**config.mk**
```make
export PLATFORM = sky130hd
export DESIGN_NAME = arbitro_catraca
export DESIGN_NICKNAME = d
export VERILOG_FILES = /design/src/rtl/catraca_pkg.sv /design/src/rtl/catraca_temporizador.sv /design/src/rtl/arbitro_catraca.sv
export SDC_FILE = /design/constraint.sdc
export NUM_CORES = 1
export LEC_CHECK = 0
export CELL_PAD_IN_SITES_DETAIL_PLACEMENT = 1
export CELL_PAD_IN_SITES_GLOBAL_PLACEMENT = 1
export CORE_MARGIN = 4
export CORE_UTILIZATION = 36
export CTS_CLUSTER_DIAMETER = 150
export DETAILED_ROUTE_END_ITERATION = 16
export GPL_ROUTABILITY_DRIVEN = 0
export MAX_ROUTING_LAYER = met4
export PLACE_DENSITY_LB_ADDON = 0.1
export SETUP_SLACK_MARGIN = 0.5
export SLEW_MARGIN = 25
export SYNTH_ARGS = -nofsm -noshare
export SYNTH_HDL_FRONTEND = slang
export SYNTH_SLANG_ARGS = --single-unit
```
**constraint.sdc**
```tcl
create_clock -name clock -period 2 [get_ports clock]
set_input_delay 0.2 -clock clock [delete_from_list [all_inputs] [get_ports clock]]
set_output_delay 0.2 -clock clock [all_outputs]
set_load 0.02 [all_outputs]
```
**src/rtl/catraca_pkg.sv**
```systemverilog
// Shared types and LED codes for the turnstile arbiter.
// The occupancy feature is selected in arbitro_catraca by CATRACA_OCUPACAO_EN.
package catraca_pkg;

    typedef enum logic [1:0] {
        OCIOSO     = 2'b00,
        LIBERA_ENT = 2'b01,
        LIBERA_SAI = 2'b10,
        BLOQUEIO   = 2'b11
    } estado_t;

    typedef enum logic {
        ENTRADA = 1'b0,
        SAIDA   = 1'b1
    } lado_t;

    localparam logic [1:0] LED_OFF   = 2'b00;
    localparam logic [1:0] LED_ENT   = 2'b01;
    localparam logic [1:0] LED_SAI   = 2'b10;
    localparam logic [1:0] LED_AMBOS = 2'b11;

    function automatic logic [1:0] decod_verde(input estado_t estado);
        logic [1:0] leds;
        case (estado)
            LIBERA_ENT: leds = LED_ENT;
            LIBERA_SAI: leds = LED_SAI;
            default:    leds = LED_OFF;
        endcase
        return leds;
    endfunction

    // bit0 shows a full room only while idle; a lock shows both sides blocked
    function automatic logic [1:0] decod_vermelho(input estado_t estado, input logic cheio);
        logic [1:0] leds;
        case (estado)
            OCIOSO:   leds = {1'b0, cheio};
            BLOQUEIO: leds = LED_AMBOS;
            default:  leds = LED_OFF;
        endcase
        return leds;
    endfunction

endpackage

```
**src/rtl/catraca_temporizador.sv**
```systemverilog
// Loadable down-counter shared by the grant timeout and the metal-lock hold.
// Load wins over decrement; the count rests at zero.
module catraca_temporizador #(
    parameter int LARG = 6
) (
    input  logic            clock,
    input  logic            reset,
    input  logic            carga,
    input  logic            decrementa,
    input  logic [LARG-1:0] valor,
    output logic            zero
);

    logic [LARG-1:0] contagem_r;

    // counter register: reload, count down, or hold
    always_ff @(posedge clock) begin
        if (reset) begin
            contagem_r <= {LARG{1'b0}};
        end else if (carga) begin
            contagem_r <= valor;
        end else if (decrementa && (contagem_r != {LARG{1'b0}})) begin
            contagem_r <= contagem_r - {{(LARG-1){1'b0}}, 1'b1};
        end else begin
            contagem_r <= contagem_r;
        end
    end

    assign zero = (contagem_r == {LARG{1'b0}});

endmodule

```
**src/rtl/arbitro_catraca.sv**
```systemverilog
// Turnstile arbiter: round-robin entry/exit grants, metal lock, occupancy.
// Define CATRACA_OCUPACAO_EN to build the occupancy counter and capacity gating.
module arbitro_catraca
    import catraca_pkg::*;
#(
    parameter int TEMPO_MAX      = 50,
    parameter int TEMPO_BLOQUEIO = 20,
    parameter int CAPACIDADE     = 15,
    parameter int LARG_OCUP      = 4
) (
    input  logic                 clock,
    input  logic                 reset,
    input  logic                 pedido_entrada,
    input  logic                 pedido_saida,
    input  logic                 metais,
    input  logic                 giro,
    output logic [1:0]           led_verde,
    output logic [1:0]           led_vermelho,
    output logic [LARG_OCUP-1:0] ocupacao,
    output logic                 lotado,
    output logic                 ocupado
);

    localparam int TEMPO_MAIOR = (TEMPO_MAX > TEMPO_BLOQUEIO) ? TEMPO_MAX : TEMPO_BLOQUEIO;
    localparam int LARG_TEMPO  = $clog2(TEMPO_MAIOR + 1);
    localparam logic [LARG_TEMPO-1:0] CARGA_LIBERA   = LARG_TEMPO'(TEMPO_MAX - 1);
    localparam logic [LARG_TEMPO-1:0] CARGA_BLOQUEIO = LARG_TEMPO'(TEMPO_BLOQUEIO - 1);
    localparam logic [LARG_OCUP-1:0]  CAP            = LARG_OCUP'(CAPACIDADE);

    estado_t               estado_r, estado_prox_s;
    lado_t                 ultimo_r, ultimo_prox_s;
    logic                  giro_q_r;
    logic                  giro_borda_s;
    logic                  elig_ent_s, elig_sai_s;
    logic                  carga_s, dec_s, tempo_zero_s;
    logic [LARG_TEMPO-1:0] valor_s;
    logic                  incr_s, decr_s;
    logic [LARG_OCUP-1:0]  ocupacao_r, ocup_prox_s;
    logic                  lotado_r, lotado_prox_s;
    logic [1:0]            led_verde_r, led_vermelho_r;
    logic                  ocupado_r;

    assign giro_borda_s = giro & ~giro_q_r;
    assign elig_sai_s   = pedido_saida;

    catraca_temporizador #(
        .LARG (LARG_TEMPO)
    ) u_temporizador (
        .clock      (clock),
        .reset      (reset),
        .carga      (carga_s),
        .decrementa (dec_s),
        .valor      (valor_s),
        .zero       (tempo_zero_s)
    );

    // next-state, arbitration and timer control
    always_comb begin
        estado_prox_s = estado_r;
        ultimo_prox_s = ultimo_r;
        carga_s       = 1'b0;
        dec_s         = 1'b0;
        valor_s       = CARGA_LIBERA;
        incr_s        = 1'b0;
        decr_s        = 1'b0;
        case (estado_r)
            OCIOSO: begin
                if (elig_ent_s && elig_sai_s) begin
                    carga_s = 1'b1;
                    if (ultimo_r == ENTRADA) begin
                        estado_prox_s = LIBERA_SAI;
                        ultimo_prox_s = SAIDA;
                    end else begin
                        estado_prox_s = LIBERA_ENT;
                        ultimo_prox_s = ENTRADA;
                    end
                end else if (elig_ent_s) begin
                    carga_s       = 1'b1;
                    estado_prox_s = LIBERA_ENT;
                    ultimo_prox_s = ENTRADA;
                end else if (elig_sai_s) begin
                    carga_s       = 1'b1;
                    estado_prox_s = LIBERA_SAI;
                    ultimo_prox_s = SAIDA;
                end else begin
                    estado_prox_s = OCIOSO;
                end
            end
            LIBERA_ENT: begin
                if (metais) begin
                    estado_prox_s = BLOQUEIO;
                    carga_s       = 1'b1;
                    valor_s       = CARGA_BLOQUEIO;
                end else if (giro_borda_s) begin
                    estado_prox_s = OCIOSO;
                    incr_s        = 1'b1;
                end else if (tempo_zero_s) begin
                    estado_prox_s = OCIOSO;
                end else begin
                    dec_s = 1'b1;
                end
            end
            LIBERA_SAI: begin
                if (giro_borda_s) begin
                    estado_prox_s = OCIOSO;
                    decr_s        = 1'b1;
                end else if (tempo_zero_s) begin
                    estado_prox_s = OCIOSO;
                end else begin
                    dec_s = 1'b1;
                end
            end
            BLOQUEIO: begin
                if (metais) begin
                    carga_s = 1'b1;
                    valor_s = CARGA_BLOQUEIO;
                end else if (tempo_zero_s) begin
                    estado_prox_s = OCIOSO;
                end else begin
                    dec_s = 1'b1;
                end
            end
            default: begin
                estado_prox_s = OCIOSO;
            end
        endcase
    end

`ifdef CATRACA_OCUPACAO_EN
    assign elig_ent_s    = pedido_entrada & ~lotado_r;
    assign lotado_prox_s = (ocup_prox_s == CAP);

    // occupancy: +1 never past capacity, -1 saturates at zero
    always_comb begin
        if (incr_s && (ocupacao_r != CAP)) begin
            ocup_prox_s = ocupacao_r + {{(LARG_OCUP-1){1'b0}}, 1'b1};
        end else if (decr_s && (ocupacao_r != {LARG_OCUP{1'b0}})) begin
            ocup_prox_s = ocupacao_r - {{(LARG_OCUP-1){1'b0}}, 1'b1};
        end else begin
            ocup_prox_s = ocupacao_r;
        end
    end
`else
    logic unused_contagem_s;

    assign elig_ent_s        = pedido_entrada;
    assign lotado_prox_s     = 1'b0;
    assign ocup_prox_s       = {LARG_OCUP{1'b0}};
    assign unused_contagem_s = incr_s | decr_s;
`endif

    // state, edge history and outputs decoded from the next state so they appear with it
    always_ff @(posedge clock) begin
        if (reset) begin
            estado_r       <= OCIOSO;
            ultimo_r       <= SAIDA;
            giro_q_r       <= 1'b1;
            ocupacao_r     <= {LARG_OCUP{1'b0}};
            lotado_r       <= 1'b0;
            led_verde_r    <= LED_OFF;
            led_vermelho_r <= LED_OFF;
            ocupado_r      <= 1'b0;
        end else begin
            estado_r       <= estado_prox_s;
            ultimo_r       <= ultimo_prox_s;
            giro_q_r       <= giro;
            ocupacao_r     <= ocup_prox_s;
            lotado_r       <= lotado_prox_s;
            led_verde_r    <= decod_verde(estado_prox_s);
            led_vermelho_r <= decod_vermelho(estado_prox_s, lotado_prox_s);
            ocupado_r      <= (estado_prox_s != OCIOSO);
        end
    end

    assign led_verde    = led_verde_r;
    assign led_vermelho = led_vermelho_r;
    assign ocupacao     = ocupacao_r;
    assign lotado       = lotado_r;
    assign ocupado      = ocupado_r;

endmodule
```
After elaboration in Yosys (flattened, before gate mapping)
Index checks and enable logic that the tools add are counted.
- output and inout port bits: 10
- register bits: 15
- word-level logic and storage cells: 55
- memories kept: 0
- latch bits: 0
- RAM bits: 0
- memory bits (read-only): 0
- input bits: 6
- equal/unequal tests: 6
- magnitude comparators: 0
- reduce and logical (&&, ||, !) cells: 10
- div/mod/pow operators: 0
- bitwise gates (word level): 2
- $add $sub $neg: 1
- mux-type cells: 29
- multipliers: 0
- shift operators: 0
- operator list (cell ; count):
    two-way mux 6 bit ; 4
    two-way mux 2 bit ; 9
    two-way mux 1 bit ; 12
    equality test 2 bit, second input constant ; 4
    case mux 2 bit (4 select lines) ; 1
    logical NOT 6 bit ; 1
    nonzero test 6 bit ; 1
    subtractor 6 x 1 -> 6 bit, second input constant ; 1
    equality test 2 x 1 -> 1 bit, second input constant ; 2
    case mux 2 bit (2 select lines) ; 1
    nonzero test 2 bit ; 2
    case mux 1 bit (3 select lines) ; 1
    nonzero test 3 bit ; 1
    logical AND 1 bit ; 2
    logical NOT 2 bit ; 1
    case mux 1 bit (2 select lines) ; 1
    AND reduction 2 bit ; 1
    OR reduction 2 bit ; 1
    bitwise AND 1 bit ; 1
    inverter 1 bit ; 1

Longest topological paths before layout
- depth in word-level cells: 8
- depth in mapped cells: 6
- depth with buffers taken out: 6

Cells and area by module
From an unflattened synthesis, not the netlist that was laid out.
- cells, all modules: 86
- area total of the unflattened synthesis: 780.7 µm²
- by module, submodules not included (module ; cells an instance ; area an instance (µm²) ; seq. area each (µm²) ; times used):
    arbitro_catraca ; 44 ; 409.1 ; 160.2 ; 1
    catraca_temporizador ; 42 ; 371.6 ; 120.1 ; 1

Worst setup path after synthesis
No wires, ideal clock.
- kind: reg-to-reg
- from: register u_temporizador.contagem_r[2]
- to: register u_temporizador.contagem_r[3]
- buffers on the path: 0
- data arrival time: 1575 ps
- period minus slack after synthesis: 1635 ps
- data required time: 1940 ps
- cell stages (with the launch flop): 5
- slack: 365 ps
- setup time: 60 ps
- cells stage by stage: dfxtp_1 or3_4 or3_4 a221oi_4 a32o_1
- cells in the longest elaborated chain, start to end: 7
- elaborated cells on any way between the ends: 12
- classes of those cells: add/sub (1); mux (7); reduce/logical (4)
- RTL lines (item ; RTL line ; RTL):
    start: declaration ; catraca_temporizador.sv:14 ; logic [LARG-1:0] contagem_r;
    start signal: assignment ; catraca_temporizador.sv:19 ; contagem_r <= {LARG{1'b0}};
    start signal: assignment ; catraca_temporizador.sv:21 ; contagem_r <= valor;
    start signal: assignment ; catraca_temporizador.sv:23 ; contagem_r <= contagem_r - {{(LARG-1){1'b0}}, 1'b1};
    logical NOT 6 bit ; catraca_temporizador.sv:29 ; assign zero = (contagem_r == {LARG{1'b0}});
    two-way mux 1 bit ; arbitro_catraca.sv:97, arbitro_catraca.sv:107, arbitro_catraca.sv:117 ;
    two-way mux 1 bit ; arbitro_catraca.sv:104 ; if (giro_borda_s) begin
    two-way mux 1 bit ; arbitro_catraca.sv:90 ; if (metais) begin
    case mux 1 bit (3 select lines) ; arbitro_catraca.sv:66 ; case (estado_r)
    logical AND 1 bit ; catraca_temporizador.sv:22 ; end else if (decrementa && (contagem_r != {LARG{1'b0}})) begin
    nonzero test 2 bit (no line) ; -- ;
Parallel ways exist; a longest one is shown, timed or not. The select of a mux whose other input is x is not followed.
A chain may end at the register's enable or synchronous reset.

Worst setup path after layout
Same ends and word-level chain as after synthesis.

==> impl_metrics.json <==
{
  "status": "completed",
  "numPortBuffers": 10,
  "cts-buffers-inserted": 3,
  "syn_area_um2": 762,
  "min_path_type": "in -> reg",
  "clk_path_buf_depth": 2,
  "die_w_um": 54.0,
  "postSynthAreaPerCell_um2": 8.96,
  "crit_fanout": 4,
  "dp_cells": 124,
  "synth-edff-count": 0,
  "power_density_nw_per_um2": 1150,
  "fp.dieH_um": 54.0,
  "synth-seq-cells": 14,
  "synth.most_common_cell": "dfxtp_1",
  "nFillCells": 242,
  "antenna_found_initial": 0,
  "drt-total-wl_um": 2290,
  "irDropWorstVdd_uv": 610,
  "synth-async-reset-ratio": 0,
  "ctsHtreeMaxLevel": 1,
  "diodes": 0,
  "core_area_um2": 1980,
  "yosys.area.top_type": "dfxtp_1",
  "r2r.worst_path.cells": 4,
  "root_buffer": "clkbuf_4",
  "fin_cells": 137,
  "clock_latency_ps": 300,
  "dieArea_um2": 2920,
  "drc": 0,
  "post-route-util": 0.544,
  "dp_hpwl_um": 1440,
  "grtUsageTotal": 0.186,
  "area_growth_pct": 41.4,
  "grt_max_degree": 9,
  "cp-startpoint": "u_temporizador.contagem_r[2]",
  "regArea_um2": 287,
  "synth_common_cells": "dfxtp_1 (14), nand2_1 (7), buf_4 (6), inv_1 (6)",
  "drtIter0Drc": 8,
  "fin_crit_sh": 0.888,
  "clock-sinks": 14,
  "finalClockSkew_ps": 7.99,
  "netlist_top_cells_area": "dfxtp_1 (37%), buf_4 (5.9%), a221oi_4 (3.4%), nand2_1 (3.4%), a21oi_1 (3.3%)",
  "layout-drive-gt1-share": 0.364,
  "yosysSeqAreaShare": 0.368,
  "io_pins": 16,
  "min_path_cells": 2,
  "finalPower_w": 0.00124,
  "crit_arrival_ps": 2020,
  "postSynthCellCount": 85,
  "dr_total_vias": 741,
  "synth_top_area_share": 0.368,
  "wl_per_cell_um": 16.7,
  "hold_path_startpoint": "giro",
  "start_util": 0.384,
  "grt_pass1_wl_um": 3620,
  "cap_violations": 0,
  "fmax_ghz": 0.563,
  "period_minus_slack_ps": 1780,
  "rr_startpoint": "u_temporizador.contagem_r[2]",
  "cp_data_required_time_ps": 2240,
  "grt-ovfl-total": 0,
  "path_clk_slew_ps": 100,
  "hold_viol": 0,
  "p_leak_nw": 0.455,
  "slew_viol_final": 0,
  "path_class": "reg -> reg",
  "placed_area_um2": 901,
  "critPathCaptureType": "flip-flop",
  "synth_cell_types": 37,
  "rows": 16,
  "cp-start-kind": "flip-flop",
  "drt.antenna.violating_nets": 0,
  "nNetsFinal": 119,
  "firstDrtPassIters": 4,
  "cts_tree": "built",
  "multiInputGateArea_um2": 492,
  "synth_top_flop_cell": "dfxtp_1",
  "vias_per_cell": 5.41,
  "setup_viol": 0,
  "grt_pass1_vias": 710,
  "synth_warnings": 0,
  "rsz0062_at_grt": "yes",
  "design_area_um2": 1080
}
-- critical path, stage by stage (launching register included) --
cell      delay, ps
dfxtp_2         350
or3_4           420
or3_4           360
a221oi_4        370
a32o_1          220
-- metrics by stage --
step | hold slack, ps | setup TNS (ps) | worst slack (ps)
floorplan | 307 | 0 | 369
global placement | 496 | -6.43 | -6.43
detailed placement | 505 | -102 | -50.0
CTS | 254 | 0 | 267
global route | 273 | 0 | 171
finish | 258 | 0 | 224
-- power by group --
part | internal (W) | total [W] | leakage, nW | switching (W)
combinational | 0.000302 | 0.000627 | 0.317 | 0.000325
clock | 0.000111 | 0.000216 | 0.0210 | 0.000105
sequential | 0.000337 | 0.000397 | 0.117 | 0.0000597
-- what timing repair did --
item | CTS | global route
hold buffers | 0 | 0
setup endpoints to repair | 9 | 12
gates resized for setup | 11 | 9
setup buffers | 6 | 3
pin swaps | 5 | 3
-- area by class of cell --
cell class,count,share of cell area
multi-input cells,62,0.456
well taps,27,0.0314
inverters,6,0.0209
clock buffers,4,0.0337
repair buffers,24,0.192
flip-flops and latches,14,0.266
-- flip-flops by register name (all words and copies together), names as in the netlist --
name	flops
u_temporizador.contagem_r	6
estado_r	2
led_verde	2
giro_q_r	1
led_vermelho	1
ocupado	1
ultimo_r	1
-- cells in the final DEF, fill, tap and decap left out, types with 2 or more instances in the layout --
cell | Yosys | layout
and2_1 | 2 | 2
clkdlybuf4s50_1 | 0 | 8
conb_1 | 1 | 5
or3_4 | 2 | 2
or2_2 | 2 | 2
dfxtp_1 | 14 | 11
clkbuf_4 | 0 | 3
a21oi_2 | 0 | 3
inv_2 | 0 | 2
o21ai_0 | 2 | 2
buf_4 | 6 | 14
nor3_1 | 3 | 2
nor2b_1 | 3 | 3
inv_1 | 6 | 4
nor2_1 | 5 | 4
o31ai_1 | 2 | 2
dfxtp_2 | 0 | 2
a21oi_1 | 5 | 2
ha_1 | 2 | 2
nand2_1 | 7 | 7
o211ai_1 | 2 | 2
-- per-layer routing --
| metal | vias up | global-route usage | wire length [um] | share of wire |
|---|---|---|---|---|
| li1 | 354 | - | - | - |
| met1 | 361 | 0.222 | 973 | 0.43 |
| met2 | 24 | 0.286 | 1170 | 0.51 |
| met3 | 2 | 0.0443 | 102 | 0.045 |
| met4 | 0 | 0.104 | 37 | 0.016 |
| met5 | - | - | 0 | 0 |
-- path summary, 6_finish.rpt --
check / endpoint / slack, ps
setup / recovery: u_temporizador.contagem_r[3] / 220
hold reg to reg: u_temporizador.contagem_r[4] / 520
setup reg to reg: u_temporizador.contagem_r[3] / 220
hold / removal: giro_q_r / 260
-- logic make-up (layout without fill, tap and decap cells) --
logic type,count (synthesis),in the layout,share of synthesized area
compound gates,22,22,0.253
fa+ha+maj,2,2,0.0328
buf+inv,13,34,0.0936
flops,14,14,0.368
other cells,1,5,0.00492
simple gates,33,33,0.248
Note: power is estimated with default switching activity, not from simulation.
